**src/rtl/division_pkg.sv**
```systemverilog
// Shared types for the sequential unsigned divider.
// States and counter width helper.
package division_pkg;

   typedef enum logic {
      S_IDLE = 1'b0,
      S_RUN  = 1'b1
   } div_state_t;

   function automatic int cnt_width(input int w);
      return $clog2(w + 1);
   endfunction

endpackage

```
**src/rtl/division_unsigned_step.sv**
```systemverilog
// One radix-2 restoring division step, purely combinational.
// Shifts the next dividend bit into the partial remainder and trial-subtracts.
module division_unsigned_step #(
   parameter int g_width = 8
) (
   input  logic [g_width-1:0] partial,
   input  logic               dvd_bit,
   input  logic [g_width-1:0] divisor,
   output logic [g_width-1:0] partial_nxt,
   output logic               q_bit
);

   logic [g_width:0] shifted;
   logic [g_width:0] diff;

   assign shifted = {partial, dvd_bit};
   assign diff    = shifted - {1'b0, divisor};
   assign q_bit   = shifted >= {1'b0, divisor};

   // Restored value is always below 2^g_width, so the top bit drops out.
   assign partial_nxt = g_width'(q_bit ? diff : shifted);

endmodule

```
**src/rtl/division_unsigned_seq.sv**
```systemverilog
// Sequential unsigned restoring divider, g_width cycles per result.
// Optional DIVISION_ZERO_CHECK_EN: zero divisor completes in one cycle.
module division_unsigned_seq
   import division_pkg::*;
#(
   parameter int g_width = 8
) (
   input  logic               clk_i,
   input  logic               res_n_i,
   input  logic               start_i,
   input  logic               abort_i,
   input  logic [g_width-1:0] dividend_i,
   input  logic [g_width-1:0] divisor_i,
   output logic               busy_o,
   output logic               ready_o,
   output logic [g_width-1:0] quotient_o,
   output logic [g_width-1:0] remainder_o,
   output logic               div_zero_o
);

   localparam int CW = cnt_width(g_width);
   localparam logic [CW-1:0] LAST = CW'(g_width - 1);

   div_state_t state_q, state_d;

   logic [CW-1:0]      cnt_q;
   logic [g_width-1:0] part_q;
   logic [g_width-1:0] dvd_q;
   logic [g_width-1:0] dvs_q;
   logic [g_width-1:0] part_nxt;
   logic               q_bit;
   logic               load, step, done;
`ifdef DIVISION_ZERO_CHECK_EN
   logic               zero_hit;
   logic               div_zero_q;
`endif

   division_unsigned_step #(
      .g_width (g_width)
   ) u_step (
      .partial     (part_q),
      .dvd_bit     (dvd_q[g_width-1]),
      .divisor     (dvs_q),
      .partial_nxt (part_nxt),
      .q_bit       (q_bit)
   );

   assign busy_o = (state_q == S_RUN);

   always_ff @(posedge clk_i or negedge res_n_i) begin
      if (!res_n_i) state_q <= S_IDLE;
      else          state_q <= state_d;
   end

   always_comb begin
      state_d = state_q;
      load    = 1'b0;
      step    = 1'b0;
      done    = 1'b0;
`ifdef DIVISION_ZERO_CHECK_EN
      zero_hit = 1'b0;
`endif
      case (state_q)
         S_IDLE: begin
            if (start_i) begin
`ifdef DIVISION_ZERO_CHECK_EN
               if (divisor_i == '0) begin
                  zero_hit = 1'b1;
               end else begin
                  load    = 1'b1;
                  state_d = S_RUN;
               end
`else
               load    = 1'b1;
               state_d = S_RUN;
`endif
            end
         end
         S_RUN: begin
            if (abort_i) begin
               state_d = S_IDLE;
            end else begin
               step = 1'b1;
               if (cnt_q == LAST) begin
                  done    = 1'b1;
                  state_d = S_IDLE;
               end
            end
         end
         default: state_d = S_IDLE;
      endcase
   end

   // Quotient bits shift into the dividend register as dividend bits leave.
   always_ff @(posedge clk_i or negedge res_n_i) begin
      if (!res_n_i) begin
         cnt_q       <= '0;
         part_q      <= '0;
         dvd_q       <= '0;
         dvs_q       <= '0;
         ready_o     <= 1'b0;
         quotient_o  <= '0;
         remainder_o <= '0;
      end else begin
         ready_o <= 1'b0;
         if (load) begin
            dvd_q  <= dividend_i;
            dvs_q  <= divisor_i;
            part_q <= '0;
            cnt_q  <= '0;
         end
         if (step) begin
            part_q <= part_nxt;
            dvd_q  <= {dvd_q[g_width-2:0], q_bit};
            cnt_q  <= cnt_q + CW'(1);
         end
         if (done) begin
            quotient_o  <= {dvd_q[g_width-2:0], q_bit};
            remainder_o <= part_nxt;
            ready_o     <= 1'b1;
         end
`ifdef DIVISION_ZERO_CHECK_EN
         if (zero_hit) begin
            quotient_o  <= '1;
            remainder_o <= dividend_i;
            ready_o     <= 1'b1;
         end
`endif
      end
   end

`ifdef DIVISION_ZERO_CHECK_EN
   always_ff @(posedge clk_i or negedge res_n_i) begin
      if (!res_n_i)      div_zero_q <= 1'b0;
      else if (zero_hit) div_zero_q <= 1'b1;
      else if (done)     div_zero_q <= 1'b0;
   end

   assign div_zero_o = div_zero_q;
`else
   assign div_zero_o = 1'b0;
`endif

endmodule

```
**config.mk**
```make
export PLATFORM = sky130hd
export DESIGN_NAME = division_unsigned_seq
export DESIGN_NICKNAME = d
export VERILOG_FILES = /design/src/rtl/division_pkg.sv /design/src/rtl/division_unsigned_step.sv /design/src/rtl/division_unsigned_seq.sv
export SDC_FILE = /design/constraint.sdc
export NUM_CORES = 1
export LEC_CHECK = 0
export CELL_PAD_IN_SITES_DETAIL_PLACEMENT = 0
export CELL_PAD_IN_SITES_GLOBAL_PLACEMENT = 1
export CORE_MARGIN = 2
export CORE_UTILIZATION = 37
export DETAILED_ROUTE_END_ITERATION = 6
export GPL_TIMING_DRIVEN = 0
export HOLD_SLACK_MARGIN = 0.03
export PLACE_DENSITY = 0.83
export SLEW_MARGIN = 20
export SYNTH_ARGS = -nofsm -noshare
export SYNTH_HDL_FRONTEND = slang
export SYNTH_SLANG_ARGS = --single-unit
```
**constraint.sdc**
```tcl
create_clock -name clk_i -period 2.1 [get_ports clk_i]
set_clock_uncertainty 0.1 [all_clocks]
set_input_delay 0.21 -clock clk_i [delete_from_list [all_inputs] [get_ports clk_i]]
set_output_delay 0.21 -clock clk_i [all_outputs]
set_load 0.005 [all_outputs]
```
==> run metrics, run 1 <==
Skew-Pair Late Insertion Delay 0.30 ns; Crit path required time approximately 2.2 ns; synthesis-to-finish area growth 35.72%; non-filler cells, final roughly 390; Cell Pwr Density 1182 mW/mm^2; Synth Warn # 0; Max-cap violations 0; Synth cell types 53; H-Tree Depth 2; die area 0.007075 sq mm; startpoint types register; length in cells of the worst reg-to-reg path 7; CP max stage cell dfrtp_1; I/O Buffers 37; io pins 39; number of vias in the routed layout roughly 2000; Hold Path Depth 3; top cells by area, synth dfrtp_1 (48%), nand2_1 (8.4%), ha_1 (4.7%), o21ai_0 (4.2%), a22oi_1 (2.2%); clock slew at reported path FFs approximately 0.080 ns; Peak VDD IR 436.1 uV; fin crit share 1.039; Largest stage delay, worst path 0.41 ns; initial core utilization 0.3783; Final ANT Viol Nets 0; CTS max path bufs 2; hold_ws about 0.32 ns; commonest register cell after synthesis dfrtp_1; Final WS setup -0.08189 ns; Syn Inst Count between 200 and 250; Critical Path Sink Type register; Crit path top cell by count a31o_1; post-synthesis async set-or-reset flop share 1.000; Hold Startpoint divisor_i[0]; CORE AREA roughly 0.0063 sq mm; Die X approximately 84 um; Starting DRT DRC Count approximately 110; Die Y around 84 um; initial antenna violation count 0; number of buffers created by CTS 5; Final Cell Area 0.003223 sq mm; TritonCTS Sinks 46; Max Freq 0.4583 GHz; Slew Viols, Final 0; syn_nets 279; reg2reg setup slack -0.08 ns; RSZ-0062 raised after global routing yes; Worst Setup Path Type register to register; placed instance area 0.002904 sq mm; CTS tree yes; Ant. Diodes 0; final hold vios 0; Yosys reg bits between 40 and 50; hold path endpoint dvs_q[0]; Cell Area, Synth 0.002375 sq mm; Crit path max-delay family compound AO/OA/AOI/OAI gates; # setup viols final 3; Inst Count DP 364; DR WL/cell roughly 16 um; Worst Path Buf+Inv 1; Hold WC Path Type input port to register; worst reg2reg startpoint part_q[2]; pin count of the biggest net entering global routing 25; Pleak roughly 1.5 nW; WL final 6103 um; violated checks negative setup slack; GRT Util Overall 0.1847; Least-Margin Pin Slew about 0.57 ns; Root Buffer clkbuf_8; filler cell count just under 600; vias in the first global route between 2000 and 2500; hpwl dp 4166 um; CP arrival about 2.3 ns; Post-synth top cells nand2_1 (53), dfrtp_1 (46), o21ai_0 (20), inv_1 (12), nor2_1 (12); EDFF count, synth 0; post-synth top area share 0.4847; Via density approximately 5.3; outcome complete, but fails checks; first-pass GRT wire length ~10000 um; count leader, synth nand2_1; Syn Area/Cell about 9.5 sq um; total power 3.808 mW; Cell Chain, Critical Path ha_2, a21o_1, a31o_1, o221a_1, buf_6, or3_4, a31o_1; first-pass detailed-route iteration total 4; share of cells above drive strength 1 0.2026; Max Fanout on Critical Path 5; Seq/Total Area, Yosys 0.4847; Final Net Count 340; fin crit period between 2 and 2.5 ns; post-synth top area cell dfrtp_1; Worst R2R End part_q[2]; relative slew slack 0.6167; Remaining DRCs 0; Rows 29; RD Place Congestion a little under 0.9; Setup WS pre-CTS -0.2173 ns; total grt overflow 0
## layer usage
layer / vias to the layer above / GRT usage / share of wire
met5: - / 0 / 0
met4: 0 / 0.05865 / 0.021
met3: 12 / 0.04253 / 0.052
met2: 58 / 0.3088 / 0.50
met1: 997 / 0.2377 / 0.43
li1: 994 / - / -
## final cells by class
| class | count | area (sq um) | area share |
|---|---|---|---|
| Buffer | 12 | 95.09 | 0.02950 |
| Sequential cell | 46 | 1154 | 0.3579 |
| Inverter | 12 | 45.04 | 0.01398 |
| Multi-Input combinational cell | 179 | 1221 | 0.3789 |
| Tap cell | 77 | 96.34 | 0.02989 |
| Clock buffer | 6 | 82.58 | 0.02562 |
| Timing Repair Buffer | 54 | 516.7 | 0.1603 |
| Clock inverter | 2 | 12.51 | 0.003882 |
## cells by family after synthesis
family                   after synthesis  share of synthesized area
AO/OA/AOI/OAI                         72                     0.2092
flip-flops                            46                     0.4847
XOR/XNOR                               2                   0.007378
buffers and inverters                 24                    0.05848
multiplexers                           1                   0.004215
AND/OR/NAND/NOR                       93                     0.1786
other                                  1                   0.001579
adder cells (fa/ha/maj)               10                    0.05585
## state kept, by name, indices dropped and copies added, names as in the netlist
register     cells
busy_o           1
remainder_o      8
cnt_q            4
dvs_q            8
quotient_o       8
ready_o          1
dvd_q            8
part_q           8
## metrics by stage
step,TNS [ns],util
final,-0.1793,0.5135
after global routing,-1.205,0.5135
after CTS,-0.1306,0.5005
after detailed placement,-2.178,0.4626
after global placement,-29.48,0.4590
after floorplan,-0.0009073,-
## cell usage in the layout (no fill, tap or decap), types with 3 or more instances in the layout
cell,Yosys,final
a31o_1,3,3
nand3_1,4,3
buf_4,1,14
a31oi_1,6,6
clkbuf_1,5,5
inv_1,12,11
and2_1,3,3
nand2b_1,5,4
a22oi_1,7,7
clkdlybuf4s50_1,0,36
nor2_1,12,10
dfrtp_1,46,44
ha_1,9,3
a21oi_1,9,7
clkbuf_8,3,9
o31ai_1,5,5
ha_4,0,4
nand2_1,53,53
buf_6,2,3
o21ai_0,20,19
## worst max path at each step
stage,slack (ns),startpoint,to,cells past startpoint
global route,-0.15,part_q[2],part_q[2],7
detailed placement,-0.22,part_q[5],part_q[0],5
finish,-0.08,part_q[2],part_q[2],7
floorplan,-0.0005,part_q[3],part_q[2],7
global placement,-0.61,res_n_i,quotient_o[5],1
CTS,-0.07,dvs_q[4],remainder_o[2],8
## worst reg2reg max path, cell delays in order (launching register included)
cell and delay [ns]:
dfrtp_1 0.41, ha_2 0.23, a21o_1 0.19, a31o_1 0.19, o221a_1 0.30, buf_6 0.15, or3_4 0.33, a31o_1 0.18
## report_power, final
group	internal (mW)	switching, mW	leakage [nW]
logic	0.977	1.04	0.819
registers	1.07	0.156	0.600
clock network	0.265	0.307	0.0472
total	2.31	1.50	1.47
## repair_timing
action                                  4_1_cts  5_1_grt
resized for setup                            12       11
hold buffers                                  1        0
setup buffers                                10        4
cloned                                        1        0
hold endpoints to repair                     23        0
endpoints found under the setup margin       16       24
pin swaps                                     4        9
Note: power is estimated with default switching activity, not from simulation.
==> run 2: changes to the inputs <==
--- a/config.mk
+++ b/config.mk
@@ -13,7 +13,9 @@
 export GPL_TIMING_DRIVEN = 0
 export HOLD_SLACK_MARGIN = 0.03
 export PLACE_DENSITY = 0.83
+export REMOVE_ABC_BUFFERS = 1
 export SLEW_MARGIN = 20
 export SYNTH_ARGS = -nofsm -noshare
 export SYNTH_HDL_FRONTEND = slang
 export SYNTH_SLANG_ARGS = --single-unit
+export TNS_END_PERCENT = 50
==> run 2 against run 1 <==
Compared with the run above: the run still ends with negative setup slack left; global-route usage fell by 1.9 points; via count is 2.0% lower; clock power down 0.7%.
==> run metrics, run 2 (synthesis results as in run 1) <==
pin count of the biggest net entering global routing 21 (-16%); violated checks negative setup slack; CTS tree yes; TritonCTS Sinks 46 (unchanged); Least-Margin Pin Slew 0.5875 ns (+0.01258 ns); first-pass GRT wire length 9494 um (-6.8%); startpoint types register; WL final 5737 um (-6.0%); filler cell count 570 (-2.9%); CORE AREA 0.006277 sq mm (unchanged); Cell Chain, Critical Path ha_4, a21o_4, a211o_4, or3_4, a31o_1; Skew-Pair Late Insertion Delay 0.30 ns (about the same); Largest stage delay, worst path 0.46 ns (+0.05 ns); total grt overflow 0 (unchanged); Reg power frac 0.316 (-0.005); Critical Path Sink Type register; Clock power frac 0.146 (-0.004); RD Place Congestion 0.8299 (-5.2%); Rows 29 (unchanged); CP max stage cell dfrtp_2; GRT Util Overall 0.1661 (-0.01855); Sw Pwr 1.572 mW (+4.8%); initial core utilization 0.3783 (unchanged); Worst R2R End part_q[2]; Max-cap violations 0 (unchanged); Worst Setup Path Type register to register; length in cells of the worst reg-to-reg path 5 (-2); Slew Viols, Final 0 (unchanged); vias in the first global route 2011 (-3.5%); Die X 84.12 um (unchanged); Crit path max-delay family compound AO/OA/AOI/OAI gates; hold_ws 0.2287 ns (-0.09509 ns); number of stages on the worst setup path 5 (-2); Peak VDD IR 637.4 uV (+46%); first-pass detailed-route iteration total 4 (unchanged); Hold WC Path Type input port to async pin; commonest non-fill, non-tap cell in the layout nand2_1; most frequent cells in the layout nand2_1 (53), dfrtp_1 (44), clkdlybuf4s50_1 (36); Ant. Diodes 0 (unchanged); Remaining DRCs 0 (unchanged); number of vias in the routed layout 2019 (-2.0%); hpwl dp 3808 um (-8.6%); final hold vios 0 (unchanged); synthesis-to-finish area growth 38.46%; H-Tree Depth 2 (unchanged); Via density 5.258 (-1.0%); RSZ-0062 raised after global routing yes; internal power 2.311 mW (about the same); Starting DRT DRC Count 123 (+15%); Max Fanout on Critical Path 6 (+1); io pins 39 (unchanged); Crit path required time 2.20 ns (about the same); Sw Share 0.4049 (+0.01103); # setup viols final 1 (-2); Final Net Count 336 (-1.2%); outcome complete, but fails checks; Combinational Power Share 0.538 (+0.009); Pleak 1.475 nW (+0.63%); CP arrival 2.21 ns (-0.07 ns); DR WL/cell 14.94 um (-5.0%); Final Util 0.5238 (+0.01037); Max Freq 0.4748 GHz (+3.6%); die area 0.007075 sq mm (unchanged); initial antenna violation count 0 (unchanged); number of buffers created by CTS 5 (unchanged); Cell Pwr Density 1181 mW/mm^2 (about the same); CTS max path bufs 2 (unchanged); Worst Path Buf+Inv 0 (-1); I/O Buffers 37 (unchanged); clock slew at reported path FFs 0.09 ns (about the same); reg2reg setup slack -0.006 ns (+0.08 ns); Root Buffer clkbuf_8; worst reg2reg startpoint part_q[5]; fin crit share 1.003 (-0.03601); share of cells above drive strength 1 0.2378 (+0.03521); Final WS setup -0.006261 ns (+0.07563 ns); Final ANT Viol Nets 0 (unchanged); fin crit period 2.106 ns (-0.07563 ns); Die Y 84.12 um (unchanged); relative slew slack 0.6079 (-0.008809)
run 2: stage by stage:
step / TNS (ns) / total power, mW / instance area (sq um) / instances / worst slack [ns]
4_1_cts: -0.01588 / 3.567 / 3122 / 374 / -0.01588
3_3_place_gp: -68.85 / 2.597 / 2748 / 351 / -1.271
3_5_place_dp: -10.43 / 2.642 / 2818 / 354 / -0.6131
6_report: -0.006261 / 3.883 / 3288 / 384 / -0.006261
2_1_floorplan: -0.4956 / 2.231 / 2281 / 237 / -0.1441
5_1_grt: -0.5100 / 4.149 / 3288 / 384 / -0.06650
run 2: layer usage:
layer | share of wire | global-route usage
met2 | 0.48 | 0.2763
met5 | 0 | 0
met3 | 0.040 | 0.02572
met4 | 0.0096 | 0.05279
met1 | 0.47 | 0.2231
run 2: worst max-delay path by stage:
stage	startpoint	endpoint	slack, ns
3_5_place_dp	abort_i	remainder_o[5]	-0.61
5_1_grt	part_q[1]	part_q[2]	-0.07
4_1_cts	dvs_q[4]	remainder_o[2]	-0.02
2_1_floorplan	part_q[3]	part_q[2]	-0.14
6_report	part_q[5]	part_q[2]	-0.006
3_3_place_gp	start_i	dvd_q[0]	-1.27
run 2: power by group through the flow:
stage               clock [mW]  sequential, mW  combinational, mW
finish                   0.568            1.23               2.09
global route             0.616            1.25               2.28
CTS                      0.585            1.22               1.76
floorplan                    0            1.18               1.05
global placement             0            1.22               1.38
detailed placement           0            1.22               1.42
run 2: final cells by class:
cell class | count | area [sq um] | area share
inverters | 12 | 48.80 | 0.01484
flip-flops and latches | 46 | 1154 | 0.3508
multi-input cells | 179 | 1276 | 0.3881
repair buffers | 62 | 619.3 | 0.1884
clock buffers | 5 | 68.82 | 0.02093
clock inverters | 3 | 25.02 | 0.007610
well taps | 77 | 96.34 | 0.02930
run 2: repair_timing:
item / CTS / global route
setup endpoints to repair: 27 / 23
hold buffers: 1 / 0
endpoints found under the hold margin: 28 / 0
setup buffers: 11 / 10
resized for setup: 21 / 21
pin swaps: 10 / 11
==> run 3: changes to the inputs <==
--- a/config.mk
+++ b/config.mk
@@ -9,6 +9,7 @@
 export CELL_PAD_IN_SITES_GLOBAL_PLACEMENT = 1
 export CORE_MARGIN = 2
 export CORE_UTILIZATION = 37
+export CTS_CLUSTER_SIZE = 20
 export DETAILED_ROUTE_END_ITERATION = 6
 export GPL_TIMING_DRIVEN = 0
 export HOLD_SLACK_MARGIN = 0.03
==> results of run 3 <==
No change in the layout: final DEF, timing and power equal those of run 2.
